--- config.mk ---
export PLATFORM = sky130hd
export DESIGN_NAME = clock_sequencer_flat
export DESIGN_NICKNAME = d
export VERILOG_FILES = /design/src/rtl/clock_sequencer_if.sv /design/src/rtl/clock_sequencer.sv /design/src/flat_wrapper.sv
export SDC_FILE = /design/constraint.sdc
export NUM_CORES = 1
export LEC_CHECK = 0
export ABC_AREA = 1
export CAP_MARGIN = 20
export CORE_ASPECT_RATIO = 1.75
export CORE_MARGIN = 1
export CORE_UTILIZATION = 52
export DETAILED_ROUTE_END_ITERATION = 10
export PLACE_DENSITY = 0.7
export SYNTH_ARGS = -nofsm -noshare
export SYNTH_HDL_FRONTEND = slang
export SYNTH_SLANG_ARGS = --single-unit
--- constraint.sdc ---
create_clock -name sys_clk -period 2.4 [get_ports sys_clk]
set_clock_uncertainty 0.1 [all_clocks]
set_input_delay 0.36 -clock sys_clk [delete_from_list [all_inputs] [get_ports sys_clk]]
set_output_delay 0.36 -clock sys_clk [all_outputs]
set_load 0.01 [all_outputs]
--- src/rtl/clock_sequencer_if.sv ---
// Signal bundle between the front panel/CPU and clock_sequencer.
// The master drives the buttons and halt; the sequencer (slave) returns the CPU clock and its status.
interface clock_sequencer_if #(
  parameter int CNT_W = 16
);
  logic             btn_run;
  logic             btn_step;
  logic             halt;
  logic             cpu_clk;
  logic             running;
  logic             halted;
  logic [CNT_W-1:0] cycle_count;

  modport master (
    output btn_run, btn_step, halt,
    input  cpu_clk, running, halted, cycle_count
  );

  modport slave (
    input  btn_run, btn_step, halt,
    output cpu_clk, running, halted, cycle_count
  );
endinterface

--- src/rtl/clock_sequencer.sv ---
// Run/pause/single-step CPU clock generator with debounced front-panel buttons and a clean HLT freeze.
// Defining CLKSEQ_DEBOUNCE_BYPASS_EN removes the debounce counters (synchronised level goes straight to the edge detector).
module clock_sequencer #(
  parameter int DIV             = 12_000_000,
  parameter int DEBOUNCE_CYCLES = 120_000,
  parameter int CNT_W           = 16
) (
  input logic              sys_clk,
  input logic              rst,
  clock_sequencer_if.slave bus
);

  localparam int               DIV_W    = $clog2(DIV + 1);
  localparam logic [DIV_W-1:0] DIV_LAST = DIV_W'(DIV - 1);

  typedef enum logic [1:0] {
    PAUSED,
    RUN,
    STEP,
    HALTED
  } state_t;

  // Bit 0 is the run button, bit 1 the step button.
  logic [1:0] btn_raw;
  logic [1:0] sync_ff1;
  logic [1:0] sync_ff2;
  logic [1:0] db_level;
  logic [1:0] db_level_d;
  logic [1:0] press;
  logic       run_press;
  logic       step_press;

  assign btn_raw = {bus.btn_step, bus.btn_run};

  always_ff @(posedge sys_clk) begin
    if (rst) begin
      sync_ff1 <= '0;
      sync_ff2 <= '0;
    end else begin
      sync_ff1 <= btn_raw;
      sync_ff2 <= sync_ff1;
    end
  end

`ifdef CLKSEQ_DEBOUNCE_BYPASS_EN
  assign db_level = sync_ff2;
`else
  localparam int              DB_W    = $clog2(DEBOUNCE_CYCLES + 1);
  localparam logic [DB_W-1:0] DB_LAST = DB_W'(DEBOUNCE_CYCLES - 1);

  logic [1:0][DB_W-1:0] db_cnt;
  logic [1:0]           db_level_q;

  // A level that disagrees with the accepted one must hold for DEBOUNCE_CYCLES in a row;
  // any return to the accepted level restarts the count.
  always_ff @(posedge sys_clk) begin
    if (rst) begin
      db_cnt     <= '0;
      db_level_q <= '0;
    end else begin
      for (int i = 0; i < 2; i++) begin
        if (sync_ff2[i] == db_level_q[i]) begin
          db_cnt[i] <= '0;
        end else if (db_cnt[i] == DB_LAST) begin
          db_cnt[i]     <= '0;
          db_level_q[i] <= sync_ff2[i];
        end else begin
          db_cnt[i] <= db_cnt[i] + 1'b1;
        end
      end
    end
  end

  assign db_level = db_level_q;
`endif

  always_ff @(posedge sys_clk) begin
    if (rst) begin
      db_level_d <= '0;
    end else begin
      db_level_d <= db_level;
    end
  end

  assign press      = db_level & ~db_level_d;
  assign run_press  = press[0];
  assign step_press = press[1];

  state_t           state;
  logic [DIV_W-1:0] div_cnt;
  logic             cpu_clk_q;
  logic             running_q;
  logic             halted_q;
  logic             pause_pend;
  logic             halt_pend;
  logic [CNT_W-1:0] cycle_cnt;
  logic             terminal;
  logic             halt_req;
  logic             pause_req;

  assign terminal  = (div_cnt == DIV_LAST);
  assign halt_req  = bus.halt | halt_pend;
  assign pause_req = run_press | pause_pend;

  // Requests arriving during a high phase are parked in *_pend so the phase always runs its full DIV cycles.
  always_ff @(posedge sys_clk) begin
    if (rst) begin
      state      <= PAUSED;
      div_cnt    <= '0;
      cpu_clk_q  <= 1'b0;
      running_q  <= 1'b0;
      halted_q   <= 1'b0;
      pause_pend <= 1'b0;
      halt_pend  <= 1'b0;
      cycle_cnt  <= '0;
    end else begin
      case (state)
        PAUSED: begin
          cpu_clk_q  <= 1'b0;
          div_cnt    <= '0;
          pause_pend <= 1'b0;
          halt_pend  <= 1'b0;
          if (bus.halt) begin
            state    <= HALTED;
            halted_q <= 1'b1;
          end else if (run_press) begin
            state     <= RUN;
            running_q <= 1'b1;
          end else if (step_press) begin
            state     <= STEP;
            cpu_clk_q <= 1'b1;
            cycle_cnt <= cycle_cnt + 1'b1;
          end
        end

        RUN: begin
          if (!cpu_clk_q) begin
            if (halt_req) begin
              state      <= HALTED;
              running_q  <= 1'b0;
              halted_q   <= 1'b1;
              div_cnt    <= '0;
              pause_pend <= 1'b0;
              halt_pend  <= 1'b0;
            end else if (pause_req) begin
              state      <= PAUSED;
              running_q  <= 1'b0;
              div_cnt    <= '0;
              pause_pend <= 1'b0;
            end else if (terminal) begin
              cpu_clk_q <= 1'b1;
              div_cnt   <= '0;
              cycle_cnt <= cycle_cnt + 1'b1;
            end else begin
              div_cnt <= div_cnt + 1'b1;
            end
          end else if (terminal) begin
            cpu_clk_q  <= 1'b0;
            div_cnt    <= '0;
            pause_pend <= 1'b0;
            halt_pend  <= 1'b0;
            if (halt_req) begin
              state     <= HALTED;
              running_q <= 1'b0;
              halted_q  <= 1'b1;
            end else if (pause_req) begin
              state     <= PAUSED;
              running_q <= 1'b0;
            end
          end else begin
            div_cnt    <= div_cnt + 1'b1;
            pause_pend <= pause_pend | run_press;
            halt_pend  <= halt_pend | bus.halt;
          end
        end

        STEP: begin
          if (terminal) begin
            cpu_clk_q <= 1'b0;
            div_cnt   <= '0;
            halt_pend <= 1'b0;
            if (halt_req) begin
              state    <= HALTED;
              halted_q <= 1'b1;
            end else begin
              state <= PAUSED;
            end
          end else begin
            div_cnt   <= div_cnt + 1'b1;
            halt_pend <= halt_pend | bus.halt;
          end
        end

        HALTED: begin
          cpu_clk_q <= 1'b0;
          running_q <= 1'b0;
          halted_q  <= 1'b1;
        end

        default: begin
          state     <= PAUSED;
          cpu_clk_q <= 1'b0;
          running_q <= 1'b0;
          halted_q  <= 1'b0;
        end
      endcase
    end
  end

  assign bus.cpu_clk     = cpu_clk_q;
  assign bus.running     = running_q;
  assign bus.halted      = halted_q;
  assign bus.cycle_count = cycle_cnt;

endmodule

--- src/flat_wrapper.sv ---
// flat-port wrapper written by rule: the top's interface ports become plain ports
module clock_sequencer_flat 
#(
  parameter int DIV             = 12_000_000,
  parameter int DEBOUNCE_CYCLES = 120_000,
  parameter int CNT_W           = 16
)
  (sys_clk, rst, bus_btn_run, bus_btn_step, bus_halt, bus_cpu_clk, bus_running, bus_halted, bus_cycle_count);
  clock_sequencer_if #(.CNT_W(CNT_W)) bus_i ();
  input logic sys_clk;
  input logic rst;
  input wire logic [$bits(bus_i.btn_run)-1:0] bus_btn_run;
  input wire logic [$bits(bus_i.btn_step)-1:0] bus_btn_step;
  input wire logic [$bits(bus_i.halt)-1:0] bus_halt;
  output wire logic [$bits(bus_i.cpu_clk)-1:0] bus_cpu_clk;
  output wire logic [$bits(bus_i.running)-1:0] bus_running;
  output wire logic [$bits(bus_i.halted)-1:0] bus_halted;
  output wire logic [$bits(bus_i.cycle_count)-1:0] bus_cycle_count;
  assign bus_i.btn_run = bus_btn_run;
  assign bus_i.btn_step = bus_btn_step;
  assign bus_i.halt = bus_halt;
  assign bus_cpu_clk = bus_i.cpu_clk;
  assign bus_running = bus_i.running;
  assign bus_halted = bus_i.halted;
  assign bus_cycle_count = bus_i.cycle_count;
  clock_sequencer #(.DIV(DIV), .DEBOUNCE_CYCLES(DEBOUNCE_CYCLES), .CNT_W(CNT_W)) u_core (.sys_clk(sys_clk), .rst(rst), .bus(bus_i));
endmodule
Word level (Yosys, flattened, before mapping)
Index checks and enable logic that the tools add are counted.

Flip-flop bits (word level): 89. Input port bits: 5. Output and inout port bits: 19. Word-level logic and storage cells: 114.

$add $sub $neg: 4. Equality and inequality tests: 22. Multiplexer cells: 54. Bitwise operators: 6. Reduce and logical (&&, ||, !) cells: 13.

Operators with widths (number): 2-to-1 mux 16 bit (7); 2-to-1 mux 24 bit (4); case mux 24 bit (3 select lines) (1); adder 17 x 1 -> 17 bit, second input constant (2); == test 17 bit, second input constant (2); case mux 16 bit (2 select lines) (1); 2-to-1 mux 1 bit (26); adder 24 x 1 -> 24 bit, second input constant (1); == test 24 bit, second input constant (1); 2-to-1 mux 2 bit (9); adder 16 x 1 -> 16 bit, second input constant (1); != test 2 bit, second input constant (6); != test 2 x 1 -> 1 bit, second input constant (4); case mux 1 bit (4 select lines) (2); AND reduction 2 bit (4); AND reduction 4 bit (2); AND reduction 8 bit (1); case mux 1 bit (3 select lines) (2); case mux 2 bit (3 select lines) (1); nonzero test 3 bit (2); OR reduction 3 bit (2); == test 2 bit, second input constant (2); != test 4 x 1 -> 1 bit, second input constant (1); != test 4 x 2 -> 1 bit, second input constant (1); other kinds (11) (14).

Depth between registers and ports, before layout
Gate-level depths: netlist (run 1).

Word-level depth: 8. Mapped depth: 12. Gate-level depth less buffers: 10.

Worst setup path before layout (run 1)
OpenSTA, ideal clock, no wires.

Path type: reg-to-reg. Start point: reg u_core.div_cnt[0]. End point: reg u_core.div_cnt[0]. Setup time: 0.115 ns. Data arrival time: 1.516 ns. Required time: 2.185 ns. Setup slack: 0.669 ns. Cell stages (with the launch flop): 9. Buffers on the path: 1. Clock period less this slack: 1.731 ns. Cell sequence: dfxtp_1 > ha_1 > nand3_2 > nor2_4 > nand3_4 > nand3_4 > inv_4 > buf_6 > o21a_1.

Longest elaborated chain between the ends: 6. Elaborated cells on any way between the ends: 7. Classes of those cells: add/sub: 1; eq/ne: 1; mux: 5.

Ends and longest elaborated chain: from (decl) (line clock_sequencer.sv:90) `logic [DIV_W-1:0] div_cnt;`; from (signal assigned) (line clock_sequencer.sv:155) `div_cnt <= div_cnt + 1'b1;`; from (signal assigned) (line clock_sequencer.sv:171) `div_cnt <= div_cnt + 1'b1;`; from (signal assigned) (line clock_sequencer.sv:189) `div_cnt <= div_cnt + 1'b1;`; adder 24 x 1 -> 24 bit or == test 24 bit (tied branches); 2-to-1 mux 24 bit (*) (line clock_sequencer.sv:150, clock_sequencer.sv:157, clock_sequencer.sv:178); 2-to-1 mux 24 bit (line clock_sequencer.sv:145) `end else if (pause_req) begin`; 2-to-1 mux 24 bit (line clock_sequencer.sv:138) `if (halt_req) begin`; 2-to-1 mux 24 bit (line clock_sequencer.sv:137) `if (!cpu_clk_q) begin`; case mux 24 bit (3 select lines) (*) (line clock_sequencer.sv:117) `case (state)`.

Every way passes the cells marked *; elsewhere a longest branch is shown, timed or not. A chain may end at the register's enable or synchronous reset.

Worst setup path after layout (run 1)
Start point: reg u_core.state[1]. End point: reg u_core.div_cnt[22].

Longest elaborated chain between the ends: 2. Elaborated cells on any way between the ends: 5. Classes of those cells: eq/ne: 2; mux: 1; reduce/logical: 2.

Ends and longest elaborated chain: from (decl) (line clock_sequencer.sv:89) `state_t state;`; from (signal assigned) (line clock_sequencer.sv:108) `state <= PAUSED;`; from (signal assigned) (line clock_sequencer.sv:124) `state <= HALTED;`; from (signal assigned) (line clock_sequencer.sv:127) `state <= RUN;`; == test 2 bit, or another cell as far along (line clock_sequencer.sv:117); case mux 24 bit (3 select lines) or nonzero test 3 bit (tied branches).

Several ways; a longest one is shown, not always the timed one.

==> impl_metrics.json, run 1 <==
{
  "yosysTopAreaCellShare": 0.3593,
  "reg2reg_to": "u_core.div_cnt[22]",
  "synth_area_per_cell_um2": 6.701,
  "nets": 775,
  "area_delta_synth_final_pct": 13.58,
  "worst_slew_pin_slew_ps": 551.2,
  "yosys-mux-area-fraction": 0,
  "cp_max_fo": 16,
  "core_mm2": 0.009151,
  "synth-main-ff-cell": "dfxtp_1",
  "die_w_um": 75.82,
  "grt_pass1_wl_mm": 18.89,
  "dp_hpwl_mm": 8.295,
  "drc": 0,
  "wl_per_cell_um": 12.58,
  "holdPathEnd": "u_core.sync_ff2[0]",
  "p_leak_nw": 1.972,
  "synth-xor-area-share": 0.04769,
  "yosysSeqAreaShare": 0.3593,
  "num_rows": 46,
  "critPathKind": "reg -> reg",
  "cts_buffers": 9,
  "placed_area_mm2": 0.005274,
  "pre_cts_ws_ps": 217.3,
  "hold-path-cell-count": 2,
  "cts_sinks": 89,
  "relSlewSlack": 0.6317,
  "fin_util": 0.6154,
  "hold_viol": 0,
  "period_share": 0.8237,
  "worst_hold_slack_ps": 306.6,
  "cp_top_family": "simple AND/OR/NAND/NOR gates",
  "grt_pass1_vias": 4442,
  "synth_top_family_by_area": "simple AND/OR/NAND/NOR gates",
  "synth_async_sr_flop_share": 0,
  "total_power_mw": 4.310,
  "ir_drop_uv": 557.6,
  "overflow": 0,
  "synth_compound_area_frac": 0.09084,
  "routed_wl_mm": 11.14,
  "dieArea_mm2": 0.009945,
  "post_cts_buffers": 0,
  "detailedRoute.firstIterationViolations": 258,
  "seqCellArea_mm2": 0.001782,
  "arrival_ps": 2150,
  "start_util": 0.5418,
  "min_period_ps": 1977,
  "critPathSlowestCell": "ha_1",
  "cap_violations": 0,
  "synthAdderAreaFrac": 0.02019,
  "ctsResizeCount": 0,
  "nFillCells": 872,
  "final_common_cell": "nand2_1",
  "status": "finished, final reports clean",
  "rsz0062_at_grt": "no",
  "ys_ff_latch": 89,
  "synth_top_area_cell": "dfxtp_1",
  "synth_area_leaders": "dfxtp_1 36%, nand2_1 13%, nor2_1 8.3%",
  "critPathLaunchType": "flop",
  "vias_per_cell": 5.287,
  "critical_path.max_stage_delay_ps": 410,
  "ioPinCount": 24,
  "synthDistinctLibCells": 42,
  "min_from": "u_core.sync_ff1[0]",
  "final_cell_count_no_fill": 886,
  "gp_congestion": 0.9333,
  "root_buffer": "clkbuf_16",
  "grt_max_degree": 27,
  "vias": 4684,
  "worstPathCellList": "inv_1 > ha_1 > nand4_1 > nand3_1 > nand3_4 > inv_4 > o21ai_0 > a21oi_1",
  "drive_gt1_frac": 0.06919,
  "ctsHoldBuffers": 0,
  "syn_inst": 740,
  "diodes": 0,
  "cts_tree": "yes",
  "dpl.cell_count": 871,
  "design_area_mm2": 0.005632,
  "rr_worst_depth": 8,
  "clkTransAtPathRegs_ps": 60,
  "fin_ws_ps": 423.0,
  "crit_path_end_kind": "flop",
  "synth_area_mm2": 0.004959,
  "worstReg2RegStart": "u_core.state[1]",
  "setup_violations": 0,
  "layout_common_cells": "176 x nand2_1, 110 x nor2_1, 89 x dfxtp_1, 83 x inv_1, 61 x nand3_1",
  "cp_num_cells": 8,
  "powerDensity_mw_per_mm2": 765.3,
  "crit_required_ps": 2570,
  "multi_input_area_mm2": 0.002728,
  "die_y_um": 131.2,
  "io_buffer_count": 23,
  "syn_nets": 753,
  "tns_ps": 0,
  "grt_use_total": 0.2396,
  "clock_latency_ps": 340,
  "antenna_left": 0,
  "antenna_found_initial": 0,
  "max_freq_ghz": 0.5058,
  "synth_warnings": 0,
  "cts_htree_levels": 3,
  "critPathBufInv": 2,
  "synth_edf_count": 0,
  "yosys.area_share.simple": 0.3914,
  "cts_buffer_depth": 2,
  "slew_violations": 0,
  "hp-class": "reg -> reg",
  "rrSetupSlack_ps": 420,
  "drtPass1Iterations": 5
}
-- registers in the layout, summed over array words and instances, names as in the netlist --
register	count
u_core.db_cnt	34
u_core.div_cnt	24
u_core.bus.cycle_count	16
u_core.db_level	2
u_core.db_level_d	2
u_core.state	2
u_core.sync_ff1	2
u_core.sync_ff2	2
u_core.bus.cpu_clk	1
u_core.bus.halted	1
u_core.bus.running	1
u_core.halt_pend	1
u_core.pause_pend	1
-- area by class of cell --
| type | count | share of cell area |
|---|---|---|
| Timing Repair Buffer | 31 | 0.05066 |
| Sequential cell | 89 | 0.3164 |
| Inverter | 87 | 0.05843 |
| Clock inverter | 5 | 0.02288 |
| Multi-Input combinational cell | 544 | 0.4843 |
| Tap cell | 120 | 0.02666 |
| Clock buffer | 10 | 0.04066 |
-- worst register-to-register path: stages, from the launching register on --
cell     delay, ps
dfxtp_1        320
inv_1          100
ha_1           410
nand4_1        210
nand3_1        180
nand3_4        150
inv_4          190
o21ai_0        110
a21oi_1        130
-- report_power, final --
part | internal, mW | switching, mW | total [mW]
sequential | 1.54 | 0.0703 | 1.61
clock | 1.12 | 0.569 | 1.69
combinational | 0.337 | 0.671 | 1.01
total | 3.00 | 1.31 | 4.31
-- synth_stat cells (4+ instances only) --
master,instances
nand3_1,61
buf_2,8
nor2_4,4
o21ai_0,14
nor3_1,22
clkbuf_1,7
a21oi_1,56
nand3_2,6
xnor2_1,7
ha_1,8
nand2_1,176
nor3b_1,6
dfxtp_1,89
nor2_1,110
xor2_1,20
nor2_2,4
inv_1,83
nand4_1,19
or2_2,4
-- worst max-delay path by stage --
stage                                  from                    endpoint
after floorplan           u_core.div_cnt[0]           u_core.div_cnt[0]
after global placement             bus_halt  u_core.bus.cycle_count[13]
after detailed placement           bus_halt  u_core.bus.cycle_count[14]
after CTS                   u_core.state[1]          u_core.div_cnt[22]
after global routing        u_core.state[1]          u_core.div_cnt[15]
final                       u_core.state[1]          u_core.div_cnt[22]
-- layer usage --
layer	vias to the layer above	global-route usage	wire length, um
li1	2425	-	-
met4	0	0.1060	275
met3	23	0.04141	340
met5	-	0	0
met2	73	0.4336	6114
met1	2163	0.2565	4413
-- cells by family after synthesis --
kind of cell    after synthesis
compound gates               83
xor+xnor                     27
fa+ha+maj                     8
buf+inv                     107
flops                        89
simple gates                426
No activity file was read; power rests on OpenSTA's default activity.
==> inputs of run 2 (changes only) <==
- clock period: 2.4 -> 1.99 ns (I/O delays scaled with it)
==> impl_metrics.json, run 2 (same netlist as run 1, synthesis figures left out) <==
{
  "status": "finished, final reports clean",
  "pwr-share-clk": 0.360,
  "hold_viol": 0,
  "arrival_ps": 1930,
  "cts_htree_levels": 3,
  "rr_worst_depth": 9,
  "startpoint": "u_core.div_cnt[8]",
  "clock_latency_ps": 340,
  "powerDensity_mw_per_mm2": 908.3,
  "crit_path_end_kind": "flop",
  "die_w_um": 75.82,
  "drtPass1Iterations": 7,
  "total_power_mw": 5.196,
  "crit_top_cell": "nor2_1",
  "drive_gt1_frac": 0.08752,
  "num_rows": 46,
  "min_period_ps": 1820,
  "top_register": "u_core.db_cnt",
  "min_from": "rst",
  "max_freq_ghz": 0.5493,
  "vias": 4736,
  "fin_ws_ps": 169.5,
  "io_buffer_count": 23,
  "holdPathEnd": "u_core.sync_ff2[0]",
  "grt_pass1_vias": 4437,
  "critPathSlowestCell": "dfxtp_1",
  "ctsHoldBuffers": 0,
  "cts_sinks": 89,
  "relSlewSlack": 0.6741,
  "critPathKind": "reg -> reg",
  "vias_per_cell": 5.280,
  "final_common_cell": "nand2_1",
  "worstReg2RegStart": "u_core.div_cnt[8]",
  "power_switching_mw": 1.625,
  "ioPinCount": 24,
  "cts_tree": "yes",
  "start_util": 0.5418,
  "p_seq_frac": 0.374,
  "p_int_mw": 3.571,
  "swShare": 0.3128,
  "cp_max_fo": 7,
  "worstPathCellList": "nand2_1 > nor2_1 > nand3_1 > nor2_1 > nand2_1 > nor2_1 > nor2_1 > nand2_1 > a21oi_1",
  "core_mm2": 0.009151,
  "detailedRoute.firstIterationViolations": 265,
  "final_cell_count_no_fill": 897,
  "grt_max_degree": 44,
  "cts_buffers": 9,
  "rrSetupSlack_ps": 170,
  "dp_hpwl_mm": 8.360,
  "drc": 0,
  "worst_slew_pin_slew_ps": 488.9,
  "slew_violations": 0,
  "antenna_found_initial": 0,
  "period_share": 0.9148,
  "setup_violations": 0,
  "antenna_left": 0,
  "p_leak_nw": 2.013,
  "dieArea_mm2": 0.009945,
  "tns_ps": 0,
  "clkTransAtPathRegs_ps": 60,
  "grt_use_total": 0.2438,
  "rsz0062_at_grt": "no",
  "nets": 785,
  "cts_buffer_depth": 2,
  "design_area_mm2": 0.005720,
  "gp_congestion": 0.9580,
  "dpl.cell_count": 877,
  "area_delta_synth_final_pct": 15.37,
  "crit_required_ps": 2100,
  "diodes": 0,
  "hold-path-cell-count": 2,
  "layout_common_cells": "176 x nand2_1, 108 x nor2_1, 89 x dfxtp_1, 83 x inv_1, 61 x nand3_1",
  "routed_wl_mm": 11.39,
  "critPathLaunchType": "flop",
  "reg2reg_to": "u_core.div_cnt[14]",
  "root_buffer": "clkbuf_16",
  "pre_cts_ws_ps": -87.02,
  "die_y_um": 131.2,
  "overflow": 0,
  "cap_violations": 0,
  "critical_path.max_stage_delay_ps": 460,
  "largest_reg_flops": 34,
  "hp-class": "in -> reg",
  "placed_area_mm2": 0.005344,
  "grt_pass1_wl_mm": 18.99,
  "power_frac_comb": 0.267,
  "wl_per_cell_um": 12.69,
  "ir_drop_uv": 590.1
}
[run 2: changes by cell type in the layout (fill, tap and decap cells not counted), sizes merged]
cell / before / now
clkinvlp: 0 / 2
clkinv: 2 / 1
clkbuf: 10 / 12
bufinv: 4 / 2
buf: 9 / 19
[run 2: how the worst max path moves through the flow]
stage,end,slack (ps),cells past startpoint
2_1_floorplan,u_core.div_cnt[0],260,8
3_3_place_gp,u_core.bus.cycle_count[13],-40,9
3_5_place_dp,u_core.div_cnt[22],-90,8
4_1_cts,u_core.bus.cycle_count[5],60,7
5_1_grt,u_core.div_cnt[14],20,9
6_report,u_core.div_cnt[14],170,9
[run 2: power by group through the flow]
stage | combinational, mW | clock, mW | sequential [mW]
global placement | 1.27 | 0 | 1.98
CTS | 1.30 | 1.90 | 1.94
floorplan | 0.979 | 0 | 1.98
finish | 1.39 | 1.87 | 1.94
detailed placement | 1.30 | 0 | 1.98
global route | 1.52 | 1.98 | 1.95
[run 2: routing by layer]
metal | share of wire | global-route usage | vias up
met5 | 0 | 0 | -
met4 | 0.030 | 0.1152 | 0
met3 | 0.025 | 0.03911 | 31
met2 | 0.54 | 0.4415 | 92
met1 | 0.40 | 0.2589 | 2170
li1 | - | - | 2443
[run 2: cell type report]
| class | instances | area [um2] |
|---|---|---|
| clock buffer | 12 | 256.5 |
| clock inverter | 4 | 75.07 |
| fill | 895 | 3431 |
| inverter | 87 | 331.6 |
| multi-input combinational | 544 | 2740 |
| sequential | 89 | 1782 |
| tap | 120 | 150.1 |
| timing repair buffer | 41 | 385.4 |
[run 2: worst max-delay path, delay by kind of cell (launching register included)]
| kind | cells | cell delay, ps |
|---|---|---|
| AND/OR/NAND/NOR | 8 | 1080 |
| AO/OA/AOI/OAI | 1 | 50 |
| flip-flops | 1 | 460 |
[run 2: repair_timing]
item	in CTS	in global routing
buffers inserted	0	4
setup endpoints to repair	0	30
gates resized for setup	0	5
[run 2: through the flow]
stage | hold slack (ps) | utilization
global route | 92.48 | 0.6251
finish | 87.29 | 0.6251
CTS | 84.55 | 0.6202
floorplan | 288.3 | -
global placement | 289.9 | 0.5839
detailed placement | 296.2 | 0.5839
